==> src/rtl/param_hw_stack_if.sv <==
// Bundled stack command/status signals; the master drives operations, the slave is the stack.
interface param_hw_stack_if #(
    parameter int DATA_W = 32,
    parameter int DEPTH  = 16
);
    localparam int CNT_W = $clog2(DEPTH + 1);

    logic              push;
    logic              pop;
    logic [DATA_W-1:0] din;
    logic              clr_err;
    logic [CNT_W-1:0]  peek_idx;
    logic [DATA_W-1:0] top;
    logic [CNT_W-1:0]  count;
    logic              empty;
    logic              full;
    logic              overflow;
    logic              underflow;
    logic [DATA_W-1:0] peek_data;
    logic              peek_valid;

    modport master (
        output push, pop, din, clr_err, peek_idx,
        input  top, count, empty, full, overflow, underflow, peek_data, peek_valid
    );

    modport slave (
        input  push, pop, din, clr_err, peek_idx,
        output top, count, empty, full, overflow, underflow, peek_data, peek_valid
    );
endinterface

==> src/rtl/param_hw_stack.sv <==
// Parametrised LIFO stack with replace-top on push+pop, sticky error flags and
// a combinational peek port indexed from the top.
module param_hw_stack #(
    parameter int DATA_W = 32,
    parameter int DEPTH  = 16
) (
    input logic              clk,
    input logic              reset,
    param_hw_stack_if.slave  bus
);
    localparam int CNT_W = $clog2(DEPTH + 1);
    localparam int AW    = (DEPTH > 1) ? $clog2(DEPTH) : 1;
    localparam logic [CNT_W-1:0] ONE     = CNT_W'(1);
    localparam logic [CNT_W-1:0] TWO     = CNT_W'(2);
    localparam logic [CNT_W-1:0] DEPTH_C = CNT_W'(DEPTH);

    logic [DATA_W-1:0] mem [DEPTH];
    logic [CNT_W-1:0]  count_q, count_d;
    logic [DATA_W-1:0] top_q, top_d;
    logic              ovf_q, unf_q;
    logic              ovf_set, unf_set;
    logic              wr_en;
    logic [CNT_W-1:0]  wr_pos;
    logic [CNT_W-1:0]  below_pos;
    logic [CNT_W-1:0]  peek_pos;
    logic              is_empty, is_full;

    assign is_empty  = (count_q == '0);
    assign is_full   = (count_q == DEPTH_C);
    assign below_pos = count_q - TWO;

    always_comb begin
        count_d = count_q;
        top_d   = top_q;
        ovf_set = 1'b0;
        unf_set = 1'b0;
        wr_en   = 1'b0;
        wr_pos  = count_q;
        unique case ({bus.push, bus.pop})
            2'b11: begin
                // Replace-top when occupied; on an empty stack this degenerates to a plain push.
                wr_en = 1'b1;
                top_d = bus.din;
                if (is_empty) begin
                    count_d = ONE;
                end else begin
                    wr_pos = count_q - ONE;
                end
            end
            2'b10: begin
                if (is_full) begin
                    ovf_set = 1'b1;
                end else begin
                    wr_en   = 1'b1;
                    count_d = count_q + ONE;
                    top_d   = bus.din;
                end
            end
            2'b01: begin
                if (is_empty) begin
                    unf_set = 1'b1;
                end else begin
                    count_d = count_q - ONE;
                    top_d   = (count_q >= TWO) ? mem[below_pos[AW-1:0]] : '0;
                end
            end
            default: ;
        endcase
    end

    always_ff @(posedge clk) begin
        if (reset) begin
            count_q <= '0;
            top_q   <= '0;
            ovf_q   <= 1'b0;
            unf_q   <= 1'b0;
        end else begin
            count_q <= count_d;
            top_q   <= top_d;
            // A new error on the same edge as clr_err leaves the flag set.
            ovf_q   <= ovf_set | (ovf_q & ~bus.clr_err);
            unf_q   <= unf_set | (unf_q & ~bus.clr_err);
        end
    end

    // Storage is not reset; writes are suppressed while reset is asserted.
    always_ff @(posedge clk) begin
        if (wr_en && !reset) begin
            mem[wr_pos[AW-1:0]] <= bus.din;
        end
    end

    assign peek_pos       = count_q - ONE - bus.peek_idx;
    assign bus.peek_valid = (bus.peek_idx < count_q);
    assign bus.peek_data  = bus.peek_valid ? mem[peek_pos[AW-1:0]] : '0;

    assign bus.top       = top_q;
    assign bus.count     = count_q;
    assign bus.empty     = is_empty;
    assign bus.full      = is_full;
    assign bus.overflow  = ovf_q;
    assign bus.underflow = unf_q;
endmodule

==> src/flat_wrapper.sv <==
// flat-port wrapper written by rule: the top's interface ports become plain ports
module param_hw_stack_flat 
#(
    parameter int DATA_W = 32,
    parameter int DEPTH  = 16
)
  (clk, reset, bus_push, bus_pop, bus_din, bus_clr_err, bus_peek_idx, bus_top, bus_count, bus_empty, bus_full, bus_overflow, bus_underflow, bus_peek_data, bus_peek_valid);
  param_hw_stack_if #(.DATA_W(DATA_W), .DEPTH(DEPTH)) bus_i ();
  input logic clk;
  input logic reset;
  input wire logic [$bits(bus_i.push)-1:0] bus_push;
  input wire logic [$bits(bus_i.pop)-1:0] bus_pop;
  input wire logic [$bits(bus_i.din)-1:0] bus_din;
  input wire logic [$bits(bus_i.clr_err)-1:0] bus_clr_err;
  input wire logic [$bits(bus_i.peek_idx)-1:0] bus_peek_idx;
  output wire logic [$bits(bus_i.top)-1:0] bus_top;
  output wire logic [$bits(bus_i.count)-1:0] bus_count;
  output wire logic [$bits(bus_i.empty)-1:0] bus_empty;
  output wire logic [$bits(bus_i.full)-1:0] bus_full;
  output wire logic [$bits(bus_i.overflow)-1:0] bus_overflow;
  output wire logic [$bits(bus_i.underflow)-1:0] bus_underflow;
  output wire logic [$bits(bus_i.peek_data)-1:0] bus_peek_data;
  output wire logic [$bits(bus_i.peek_valid)-1:0] bus_peek_valid;
  assign bus_i.push = bus_push;
  assign bus_i.pop = bus_pop;
  assign bus_i.din = bus_din;
  assign bus_i.clr_err = bus_clr_err;
  assign bus_i.peek_idx = bus_peek_idx;
  assign bus_top = bus_i.top;
  assign bus_count = bus_i.count;
  assign bus_empty = bus_i.empty;
  assign bus_full = bus_i.full;
  assign bus_overflow = bus_i.overflow;
  assign bus_underflow = bus_i.underflow;
  assign bus_peek_data = bus_i.peek_data;
  assign bus_peek_valid = bus_i.peek_valid;
  param_hw_stack #(.DATA_W(DATA_W), .DEPTH(DEPTH)) u_core (.clk(clk), .reset(reset), .bus(bus_i));
endmodule
==> config.mk <==
export PLATFORM = sky130hd
export DESIGN_NAME = param_hw_stack_flat
export DESIGN_NICKNAME = d
export VERILOG_FILES = /design/src/rtl/param_hw_stack_if.sv /design/src/rtl/param_hw_stack.sv /design/src/flat_wrapper.sv
export SDC_FILE = /design/constraint.sdc
export NUM_CORES = 1
export LEC_CHECK = 0
export ABC_AREA = 1
export BUFFER_PORTS_ARGS = -buffer_cell sky130_fd_sc_hd__buf_2
export CORE_UTILIZATION = 30
export DETAILED_ROUTE_END_ITERATION = 8
export GPL_TIMING_DRIVEN = 1
export PLACE_DENSITY = 0.57
export SYNTH_ARGS = -nofsm -noshare
export SYNTH_HDL_FRONTEND = slang
export SYNTH_SLANG_ARGS = --single-unit
==> constraint.sdc <==
create_clock -name clk -period 8.9 [get_ports clk]
set_input_delay 0.445 -clock clk [delete_from_list [all_inputs] [get_ports clk]]
set_output_delay 0.445 -clock clk [all_outputs]
set_load 0.02 [all_outputs]
==> results_dict.tcl <==
set metrics [dict create \
    cts-resized-gates 0 \
    synth_enable_flop_cells 512 \
    synth_async_sr_flop_share_pct 0 \
    path_class "reg -> out" \
    cts_hold_buf 0 \
    dr.pass1.iters 8 \
    nets 3557 \
    swShare_pct 33.13 \
    dieArea_um2 98420 \
    arrival_ps 6250 \
    drive_above_1_share_pct 8.352 \
    maxSlewViolCount 0 \
    gr-usage-all-layers_pct 19.32 \
    worstPathRequired_ps 8460 \
    place_area_um2 30790 \
    synth.net_count 3567 \
    clkSlewWorstSetupHoldPaths_ps 60 \
    gp_routability_congestion 0.7869 \
    yosys_most_used_dff "edfxtp_1" \
    place_inst 4699 \
    placementRows 113 \
    syn_area_um2 29150 \
    startpoint_type "flip-flop" \
    cts_sinks 551 \
    max_freq_mhz 149.4 \
    cts_tree "done" \
    worstMarginPinSlew_ps 1151 \
    hpwl_mm 49.57 \
    yosysTopAreaCellShare_pct 52.74 \
    rsz0062_at_grt "no" \
    slowest_delay_ps 1170 \
    dr_total_vias 24047 \
    dieWidth_um 313.7 \
    io_pins 116 \
    portBuffers 115 \
    drt-total-wl_mm 96.69 \
    reg2reg_depth 8 \
    yosysUniqueCellTypes 32 \
    wire_per_inst_um 20.10 \
    clkPwrFrac_pct 35.1 \
    period_share_pct 75.19 \
    register_area_um2 16160 \
    postCtsSetupBuffers 0 \
    root_buffer "clkbuf_16" \
    path_common_cell "nand2_1" \
    min_path_type "in -> reg" \
    core-area_um2 95580 \
    p_switching_mw 2.383 \
    grt_pass1_wl_mm 143.6 \
    end_kind "output port" \
    cts.path.max_buffers 3 \
    drtAntennaViolNets 0 \
    crit_chain "inv_4, ha_1, fa_4, buf_4, buf_4, a21oi_1, o21ai_0, nand2_1, nand2_1, nand2_1, nand2_1, nand2_1, nor2_1, buf_2" \
    tns_ps 0 \
    p_leak_nw 13.89 \
    cts_max_level 2 \
    power.share.sequential_pct 40.4 \
    status "finished clean" \
    drt_iter0_drc 2576 \
    multiInputGateArea_um2 10170 \
    synthTopCellsByArea "edfxtp_1, nand2_1, nand3_1, inv_1, o21ai_0" \
    yosys.area.top_type "edfxtp_1" \
    clk_latency_ps 640 \
    maxSlewHeadroom_pct 23.13 \
    grt_pass1_vias 22366 \
    vdd.ir_drop.worst_mv 0.1435 \
    internal_power_mw 4.811 \
    nFillCells 9939 \
    final_area_um2 32740 \
    grt_max_degree 244 \
    overflow 0 \
    timing_hold_violations_final 0 \
    viasPerCell 4.998 \
    clock_skew_ps 17.29 \
    die_y_um 313.7 \
    drc 0 \
    ys_ff_latch 551 \
    syn_area_per_cell_um2 8.317 \
    syn_inst 3505 \
    start_util_pct 30.50 \
    ys_seq_area_share_pct 55.42 \
    drv_cap 0 \
    antenna_found_initial 9 \
    synthToLayoutAreaGrowth_pct 12.32 \
    cp_max_fo 67 \
    hold_depth 4 \
    cpMaxStageDelayCell "fa_4" \
    fin_crit_ps 6692 \
    ys_warn_count 0 \
    cts_buffers 59 \
    power_density_nw_per_um2 219.7 \
    setup_viol 0 \
    combinationalPowerShare_pct 24.5 \
    instances_no_fill 4811 \
]
-- cells in the mapped netlist, types with 2 or more instances --
library cell	count
nor2_4	2
edfxtp_1	512
nand2_2	2
nor2_1	83
buf_1	29
buf_4	29
inv_2	6
o21ai_1	14
buf_2	89
ha_1	19
buf_6	2
nand2_1	991
dfxtp_1	39
xor2_1	4
o21ai_0	349
nand3_1	403
a21oi_1	330
clkbuf_1	79
inv_1	509
o22ai_1	2
-- final cells by class --
| cell class | count | area share [%] |
|---|---|---|
| clock buffer | 77 | 4.960 |
| antenna | 2 | 0.01528 |
| sequential | 551 | 49.36 |
| multi-input combinational | 2210 | 31.07 |
| inverter | 516 | 5.953 |
| timing repair buffer | 157 | 2.797 |
| tap | 1265 | 4.834 |
| clock inverter | 33 | 1.005 |
-- layer usage --
layer  vias to the layer above  track usage, %  share of wire, %  wire length (um)
met4                        16           6.164               2.9              2772
met1                     11341           26.43                43             41960
met2                      1016           30.98                45             43870
met5                         -               0             0.097                94
met3                       158           3.338               8.3              7983
li1                      11516               -                 -                 -
-- metrics by stage --
step | hold WS [ps] | total power [mW] | worst slack (ps) | util, %
finish | 80.97 | 7.194 | 2208 | 34.26
global route | 75.21 | 7.525 | 1903 | 34.26
CTS | 47.72 | 7.228 | 2159 | 34.25
detailed placement | 458.2 | 4.719 | 2853 | 32.21
global placement | 455.8 | 4.713 | 2847 | 32.21
floorplan | 514.1 | 4.158 | 5138 | -
-- layout by cell type, fill, tap and decap left out, types with 2 or more instances in the layout --
cell type / Yosys / layout
edfxtp_1: 512 / 512
o21ai_0: 349 / 349
buf_12: 0 / 2
clkinvlp_4: 0 / 2
o21ai_1: 14 / 14
nor2_4: 2 / 19
clkinv_1: 1 / 6
ha_1: 19 / 17
bufinv_16: 0 / 6
clkinv_2: 0 / 18
buf_2: 89 / 115
ha_4: 0 / 2
buf_4: 29 / 40
inv_1: 509 / 505
inv_4: 0 / 2
nor2_1: 83 / 66
clkbuf_1: 79 / 10
xor2_1: 4 / 3
clkbuf_16: 0 / 59
inv_2: 6 / 5
dfxtp_1: 39 / 37
nand2_1: 991 / 991
diode_2: 0 / 2
o22ai_1: 2 / 2
a21oi_1: 330 / 330
dfxtp_4: 0 / 2
inv_6: 0 / 4
clkbuf_8: 0 / 8
nand3_1: 403 / 403
-- logic make-up (layout without fill, tap and decap cells) --
family	after synthesis	in the layout	synth area share (%)
AO/OA/AOI/OAI	697	697	12.02
XOR/XNOR	5	5	0.1760
adder cells (fa/ha/maj)	20	20	0.8842
buffers and inverters	744	783	10.39
flip-flops	551	551	55.42
other	0	2	0
AND/OR/NAND/NOR	1488	1488	21.11
-- power by group through the flow --
stage / combinational, mW / sequential [mW] / clock (mW)
after floorplan: 1.20 / 2.96 / 0
after global placement: 1.75 / 2.96 / 0
after detailed placement: 1.75 / 2.96 / 0
after CTS: 1.76 / 2.91 / 2.56
after global routing: 1.96 / 2.91 / 2.65
final: 1.76 / 2.91 / 2.52
-- critical path: cells and delay by family (launching register included) --
kind                     cells  cell delay (ps)
AND/OR/NAND/NOR              6              620
flip-flops                   1             1010
AO/OA/AOI/OAI                2              210
buffers and inverters        4             2070
adder cells (fa/ha/maj)      2             1660
-- state kept, by name, summed over array words and instances, names as in the netlist --
register	count
u_core.mem	512
u_core.bus.overflow	1
u_core.bus.top	32
u_core.bus.underflow	1
u_core.bus.count	5
-- path summary, 6_finish.rpt --
kind	start	endpoint	slack, ps
setup / recovery	u_core.bus.count[1]	bus_peek_data[28]	2210
hold / removal	bus_clr_err	u_core.bus.underflow	80
setup reg to reg	u_core.bus.count[1]	u_core.mem[2][2]	4420
hold reg to reg	u_core.bus.underflow	u_core.bus.underflow	460
No activity file was read; power rests on OpenSTA's default activity.
